===== src/rtl/keypad_scanner.sv =====
// keypad_scanner: 4x4 matrix keypad scanner with press/release debounce and a
// valid/ready key-code output. Rows are driven one at a time (active-low),
// columns are sampled through a two-flop synchronizer, and a single key is
// tracked from first detection through confirmed release.
module keypad_scanner #(
  parameter int unsigned CLK_FREQ    = 50_000_000,
  parameter int unsigned DEBOUNCE_MS = 20,
  parameter int unsigned SCAN_US     = 1000
) (
  input  logic       clk,
  input  logic       rst_n,
  input  logic [3:0] col_n,
  output logic [3:0] row_n,
  output logic       key_valid,
  output logic [3:0] key_code,
  input  logic       key_ready,
  output logic       key_held
);

  // Cycle counts derived from the clock frequency. ROW_CYCLES must be at
  // least 4 so that a freshly driven row has propagated through the
  // synchronizer before its columns are evaluated.
  localparam int unsigned DEBOUNCE_COUNT = (CLK_FREQ / 1000) * DEBOUNCE_MS;
  localparam int unsigned ROW_CYCLES     = (CLK_FREQ / 1_000_000) * SCAN_US;

  localparam logic [31:0] DEB_LAST = DEBOUNCE_COUNT - 1;
  localparam logic [31:0] ROW_LAST = ROW_CYCLES - 1;

  typedef enum logic [1:0] {
    SCAN,
    DEBOUNCE,
    REPORT,
    RELEASE
  } state_t;

  // Synchronizer stages.
  logic [3:0] col_meta;
  logic [3:0] col_sync;

  // FSM state and its next-state counterparts.
  state_t      state_q,    state_d;
  logic [1:0]  row_idx_q,  row_idx_d;
  logic [1:0]  col_idx_q,  col_idx_d;
  logic [31:0] cnt_q,      cnt_d;

  // Next values of the registered outputs.
  logic [3:0]  row_n_d;
  logic        key_valid_d;
  logic [3:0]  key_code_d;
  logic        key_held_d;

  // Index of the lowest-numbered column that reads low; only meaningful when
  // at least one column is low.
  function automatic logic [1:0] lowest_low(input logic [3:0] cols);
    logic [1:0] idx;
    idx = 2'd0;
    for (int i = 3; i >= 0; i--) begin
      if (!cols[i]) idx = 2'(i);
    end
    return idx;
  endfunction

  // Two-flop synchronizer for the asynchronous column lines.
  // NOTE: the synchronizer resets to the idle (all-high) pattern rather than
  // zero, so the FSM never sees a phantom key press straight out of reset.
  always_ff @(posedge clk or negedge rst_n) begin
    if (!rst_n) begin
      col_meta <= 4'hF;
      col_sync <= 4'hF;
    end else begin
      col_meta <= col_n;
      col_sync <= col_meta;
    end
  end

  // Next-state and next-output logic for the scan/debounce/report/release FSM.
  // NOTE: every signal gets a default hold value before the case statement;
  // a branch that forgets to assign one would otherwise infer a latch.
  always_comb begin
    state_d     = state_q;
    row_idx_d   = row_idx_q;
    col_idx_d   = col_idx_q;
    cnt_d       = cnt_q;
    key_valid_d = key_valid;
    key_code_d  = key_code;
    key_held_d  = key_held;

    unique case (state_q)
      // Dwell on the current row; look at the columns on the last dwell cycle.
      SCAN: begin
        if (cnt_q == ROW_LAST) begin
          cnt_d = '0;
          if (col_sync == 4'hF) begin
            row_idx_d = row_idx_q + 2'd1;
          end else begin
            col_idx_d = lowest_low(col_sync);
            state_d   = DEBOUNCE;
          end
        end else begin
          cnt_d = cnt_q + 32'd1;
        end
      end

      // Require the latched column to stay low for the full debounce time.
      DEBOUNCE: begin
        if (col_sync[col_idx_q]) begin
          cnt_d     = '0;
          row_idx_d = row_idx_q + 2'd1;
          state_d   = SCAN;
        end else if (cnt_q == DEB_LAST) begin
          cnt_d       = '0;
          key_code_d  = {row_idx_q, col_idx_q};
          key_valid_d = 1'b1;
          key_held_d  = 1'b1;
          state_d     = REPORT;
        end else begin
          cnt_d = cnt_q + 32'd1;
        end
      end

      // Hold the code until the consumer takes it; release is ignored here.
      REPORT: begin
        if (key_valid && key_ready) begin
          cnt_d       = '0;
          key_valid_d = 1'b0;
          state_d     = RELEASE;
        end
      end

      // Require all columns high for the full debounce time before rescanning.
      RELEASE: begin
        if (col_sync != 4'hF) begin
          cnt_d = '0;
        end else if (cnt_q == DEB_LAST) begin
          cnt_d      = '0;
          row_idx_d  = row_idx_q + 2'd1;
          key_held_d = 1'b0;
          state_d    = SCAN;
        end else begin
          cnt_d = cnt_q + 32'd1;
        end
      end

      default: begin
        cnt_d   = '0;
        state_d = SCAN;
      end
    endcase

    // Drive the row selected for the coming cycle; exactly one line low.
    row_n_d = ~(4'b0001 << row_idx_d);
  end

  // State and output registers.
  // NOTE: sequential state uses non-blocking assignments so every register
  // samples pre-edge values regardless of statement order.
  always_ff @(posedge clk or negedge rst_n) begin
    if (!rst_n) begin
      state_q   <= SCAN;
      row_idx_q <= 2'd0;
      col_idx_q <= 2'd0;
      cnt_q     <= '0;
      row_n     <= 4'hF;
      key_valid <= 1'b0;
      key_code  <= 4'h0;
      key_held  <= 1'b0;
    end else begin
      state_q   <= state_d;
      row_idx_q <= row_idx_d;
      col_idx_q <= col_idx_d;
      cnt_q     <= cnt_d;
      row_n     <= row_n_d;
      key_valid <= key_valid_d;
      key_code  <= key_code_d;
      key_held  <= key_held_d;
    end
  end

endmodule


===== config.mk =====
export PLATFORM = sky130hd
export DESIGN_NAME = keypad_scanner
export DESIGN_NICKNAME = d
export VERILOG_FILES = /design/src/rtl/keypad_scanner.sv
export SDC_FILE = /design/constraint.sdc
export NUM_CORES = 1
export LEC_CHECK = 0
export CORE_MARGIN = 1.5
export CORE_UTILIZATION = 53
export DETAILED_ROUTE_END_ITERATION = 7
export GPL_TIMING_DRIVEN = 1
export PLACE_DENSITY_LB_ADDON = 0.15
export SETUP_SLACK_MARGIN = 0.05
export SLEW_MARGIN = 20
export SYNTH_ARGS = -nofsm -noshare
export SYNTH_HDL_FRONTEND = slang
export SYNTH_SLANG_ARGS = --single-unit

===== constraint.sdc =====
create_clock -name clk -period 1.85 [get_ports clk]
set_clock_uncertainty 0.05 [all_clocks]
set_input_delay 0.2775 -clock clk [delete_from_list [all_inputs] [get_ports clk]]
set_output_delay 0.2775 -clock clk [all_outputs]
set_load 0.01 [all_outputs]

**Word-level counts from Yosys, hierarchy flattened**

Index checks and enable logic that the tools add are counted.

- Register bits after elaboration: 56
- Bits in latches: 0
- Bits in writable memories: 0
- ROM bits: 0
- Input port bits: 7
- Output and inout bits: 10
- Logic and storage cells: 74
- Memories kept: 0

- Add/sub/neg operators: 2
- $mul: 0
- Div/mod/pow operators: 0
- Order comparisons: 1
- Equality and inequality tests: 15
- Shifts and indexed selects: 1
- Multiplexer cells: 33
- Bitwise gates (word level): 3
- Reductions and logical operators: 9

Operators by type and width:

| kind | count |
|---|---|
| $mux W32 | 5 |
| $pmux W32 S4 | 1 |
| $add A32 B1 Y32 const B | 1 |
| $eq A32 B16 Y1 const B | 1 |
| $eq A32 B20 Y1 const B | 1 |
| $mux W2 | 16 |
| $ne A2 B2 Y1 const B | 7 |
| $pmux W2 S4 | 1 |
| $mux W1 | 6 |
| $pmux W2 S3 | 1 |
| $reduce_and A3 Y1 | 2 |
| $reduce_and A6 Y1 | 1 |
| $reduce_and A5 Y1 | 1 |
| $eq A2 B2 Y1 const B | 2 |
| $eq A4 B4 Y1 const B | 1 |
| $ne A4 B4 Y1 const B | 1 |
| $not A4 Y4 | 1 |
| $pmux W1 S2 | 2 |
| $reduce_and A4 Y1 | 1 |
| $reduce_bool A2 Y1 | 2 |
| $shl A1 B2 Y4 const A | 1 |
| $lt A2 B3 Y1 const B | 1 |
| $ne A3 B3 Y1 const B | 1 |
| $add A2 B1 Y2 const B | 1 |
| 5 further kinds | 6 |

**Logic depth before layout (Yosys ltp)**

- Depth after elaboration: 6
- Depth in mapped cells: 8
- Gate-level depth less buffers: 8

**Least setup slack after synthesis**

OpenSTA, ideal clock, no wires.

- Path type: register to register
- Start point: register cnt_q[21]
- End point: register row_n[1]
- Library setup time: 82 ps
- Arrival: 1849 ps
- Required time: 1718 ps
- Setup slack: -131 ps
- Cell stages (with the launch flop): 7
- Path buffers: 0
- Clock period less this slack: 1981 ps
- Path through: dfrtp_1 -> nor4_2 -> nand4_1 -> nor4_2 -> mux2i_1 -> o221ai_2 -> or2_1

- Longest elaborated chain between the ends: 6
- Elaborated cells on any way between the ends: 8
- Those cells by class: eq/ne: 2; shift: 1; mux: 4; bitwise: 1

RTL lines:

| element | RTL line | text |
|---|---|---|
| from (decl) | 44 | `logic [31:0] cnt_q, cnt_d;` |
| from (signal assigned) | 171 | `cnt_q <= cnt_d;` |
| $eq A32 B20 Y1 | 134 | `end else if (cnt_q == DEB_LAST) begin` |
| $mux W2 | 134 |  |
| $mux W2 | 132 | `if (col_sync != 4'hF) begin` |
| $pmux W2 S3 (*) | 88 | `unique case (state_q)` |
| via row_idx_d[1] | 42 | `logic [1:0] row_idx_q, row_idx_d;` |
| $shl A1 B2 Y4 (*) | 151 | `row_n_d = ~(4'b0001 << row_idx_d);` |
| $not A4 Y4 (*) | 151 |  |
| via row_n_d[1] | 47 | `logic [3:0] row_n_d;` |
| to (signal assigned) | 172 | `row_n <= row_n_d;` |
| to (decl) | 13 | `output logic [3:0] row_n,` |

The timed path passes the listed nets; every way through them passes the cells marked *.
A chain may end at the register's enable or synchronous reset.

**Worst setup path in the final report**

- Start point: register cnt_q[22]
- End point: register col_idx_q[0]

- Longest elaborated chain between the ends: 2

RTL lines:

| element | RTL line | text |
|---|---|---|
| $eq A32 B16 Y1 | 91 | `if (cnt_q == ROW_LAST) begin` |
| $reduce_and A3 Y1 (no source line) | -- |  |
| to (signal assigned) | 170 | `col_idx_q <= col_idx_d;` |
| to (decl) | 43 | `logic [1:0] col_idx_q, col_idx_d;` |

Every way passes these cells.

==> results.toml <==
[outcome]
status = "complete, but fails checks"
violations = "setup timing"

[routing]
viasPerCell = 5.70
top_layer_used = "met4"
drt-wirelength-per-cell_um = 17.8
vias = 2561
met2_length_um = 3970
wl_met3_um = 356
ant_nets = 0
drtPass1Iterations = 5
wl_met1_um = 3490
drt-total-wl_um = 7970
drt-initial-drc-count = 272
drc = 0

[floorplan]
ios = 17
die_x_um = 76.1
core_area_um2 = 5140
die_h_um = 76.1
start_util = 0.551
rows = 26
fp.dieArea_um2 = 5790

[worst_setup_path]
cp-start-kind = "register"
worst_r2r_path_depth = 8
cp_max_fo = 5
r2r_start = "cnt_q[22]"
cp.arrival_ns = 2.25
criticalPathCategory = "reg -> reg"
r2r_end = "col_idx_q[0]"
reg2reg_slack_ns = -0.26
worstPathRequired_ns = 1.98
crit_path_end_kind = "register"

[place]
port_buffers = 16
post-dp-hpwl_um = 4840
place_area_um2 = 3640
dp_slack_ns = -0.349
gp_congestion = 0.827

[synthesis]
synth_top_cell_by_area = "dfrtp_1"
yosys-top-cells-area = "dfrtp_1 39%, dfstp_2 11%, xor2_1 5.6%, nor2_1 5.4%, nand2_1 3.3%"
synth_top_area_frac = 0.389
ys_warn_count = 0
synth_area_um2 = 2830
ys_seq_elements = 56
yosysMostFrequentCell = "dfrtp_1"
ys_seq_area_frac = 0.500
syn_nets = 286
synthTopCellsByCount = "44 x dfrtp_1, 41 x nor2_1, 25 x nand2_1"
synth_edf_count = 0
syn_inst = 278
ys_types = 49
synthArstFlopShare = 1.00
synth.avg_cell_area_um2 = 10.2
synth_ff_type = "dfrtp_1"

[final_layout]
diodes = 0
finalNetCount = 386
stdcell_area_um2 = 4210
regArea_um2 = 1420
final_util = 0.818
layout-drive-gt1-share = 0.427
fillers = 311
multi_input_area_um2 = 1710
area_growth_syn_to_layout_pct = 48.5

[sta]
slew_headroom = 0.498
rsz0062_at_grt = "true"
fmax_mhz = 473
period_share = 1.14
setup_viol = 48
finalCriticalPeriod_ns = 2.11
drv_slew = 0
tns_ns = -9.17
finalHoldViolCount = 0
timing.final.ws_setup_ns = -0.264
hold_ws_ns = 0.307
worst_slew_pin_slew_ns = 0.750

[pwr]
p_leak_nw = 1.85
p_per_area_nw_per_um2 = 693
peakVddDrop_v = 0.000636

[hold_path]
hp-class = "in -> reg"
holdPathEnd = "col_meta[0]"
min_from = "col_n[0]"
hold_depth = 1

[clock_network]
numClockSinks = 56
htree_levels = 2
clkTransAtPathRegs_ns = 0.10
cts_max_path_buffers = 2
insertion_delay_ns = 0.32
cts_tree = "yes"
numCtsBuffers = 5
clockRootBuffer = "clkbuf_8"

[grt]
overflow = 0
grt.total_usage = 0.260
antenna_found_initial = 0
grt_pass1_vias = 2514
grt_max_degree = 38
grt_pass1_wl_um = 12000

[job]
maxCapViolations = 0
## cell usage in the layout (no fill, tap or decap), types with 3 or more instances in the layout
| cell | netlist | layout |
|---|---|---|
| buf_4 | 0 | 67 |
| dfrtp_1 | 44 | 43 |
| nor2_1 | 41 | 38 |
| nand2_1 | 25 | 24 |
| xor2_1 | 18 | 17 |
| clkdlybuf4s50_1 | 0 | 15 |
| buf_6 | 0 | 14 |
| nand3_1 | 16 | 13 |
| dfstp_2 | 12 | 12 |
| nor4_4 | 2 | 9 |
| xnor2_1 | 8 | 8 |
| nand4_1 | 7 | 7 |
| nor3_2 | 3 | 7 |
| and4_1 | 6 | 6 |
| a21oi_2 | 0 | 6 |
| nor3_4 | 0 | 5 |
| nand2b_1 | 5 | 5 |
| clkbuf_8 | 0 | 5 |
| and2_1 | 4 | 4 |
| nor2b_1 | 4 | 4 |
| o21ai_1 | 1 | 4 |
| mux2_4 | 0 | 4 |
| o21ai_0 | 8 | 4 |
| mux2i_1 | 3 | 3 |
## sequential cells by signal (all words and copies together) (netlist names), named ones only
name	cells
state_q	1
row_n	4
key_valid	1
col_meta	4
cnt_q	32
row_idx_q	2
key_held	1
col_idx_q	2
key_code	4
col_sync	4
## through the flow
step                      cells  total power, mW
final                       449             2.91
after global routing        449             3.04
after CTS                   438             2.82
after detailed placement    425             1.99
after global placement      425             1.97
after floorplan             278             1.70
## repair_timing
| action | in CTS | in global routing |
|---|---|---|
| hold buffers | 1 | 0 |
| hold endpoints to repair | 15 | 0 |
| endpoints found under the setup margin | 48 | 48 |
| pin swaps | 8 | 18 |
| resized for setup | 38 | 30 |
| setup buffers | 4 | 11 |
## kinds of logic after synthesis
logic type	synth area share
compound gates	0.0698
xor+xnor	0.0804
fa+ha+maj	0.00442
buf+inv	0.0150
flops	0.500
mux	0.0345
simple gates	0.296
## metal layers
layer | GRT usage | vias to the layer above
li1 | - | 1183
met1 | 0.363 | 1272
met2 | 0.424 | 88
met3 | 0.0359 | 18
met4 | 0.0796 | 0
met5 | 0 | -
## report_power, final
part / total [mW] / switching, mW / leakage, nW / internal [mW]
sequential: 1.46 / 0.108 / 0.716 / 1.35
combinational: 0.640 / 0.302 / 1.08 / 0.338
clock: 0.815 / 0.414 / 0.0541 / 0.401
total: 2.91 / 0.824 / 1.85 / 2.09
## layout make-up
class                   instances  area share
multi-input cells             212       0.407
flip-flops and latches         56       0.337
repair buffers                100       0.206
well taps                      70      0.0208
clock buffers                   5      0.0164
clock inverters                 3      0.0101
inverters                       3     0.00268
## critical path, stage by stage (launching register included)
cell and delay [ns]:
dfrtp_1 0.39, buf_4 0.15, nor4_4 0.26, nand4_1 0.16, buf_6 0.18, or2_4 0.26
nor3_4 0.21, mux2i_1 0.24, a21oi_1 0.07
## worst max-delay path by stage
stage                 start           end  slack (ns)  cells after the start
2_1_floorplan  col_idx_q[0]   key_code[0]       -0.06                      3
3_3_place_gp      key_ready     cnt_q[24]       -0.35                      7
3_5_place_dp      key_ready     cnt_q[24]       -0.35                      7
4_1_cts            cnt_q[6]      cnt_q[2]       -0.18                      7
5_1_grt           cnt_q[30]  col_idx_q[0]       -0.36                      7
6_report          cnt_q[22]  col_idx_q[0]       -0.26                      8
(Power assumes the default switching activity.)
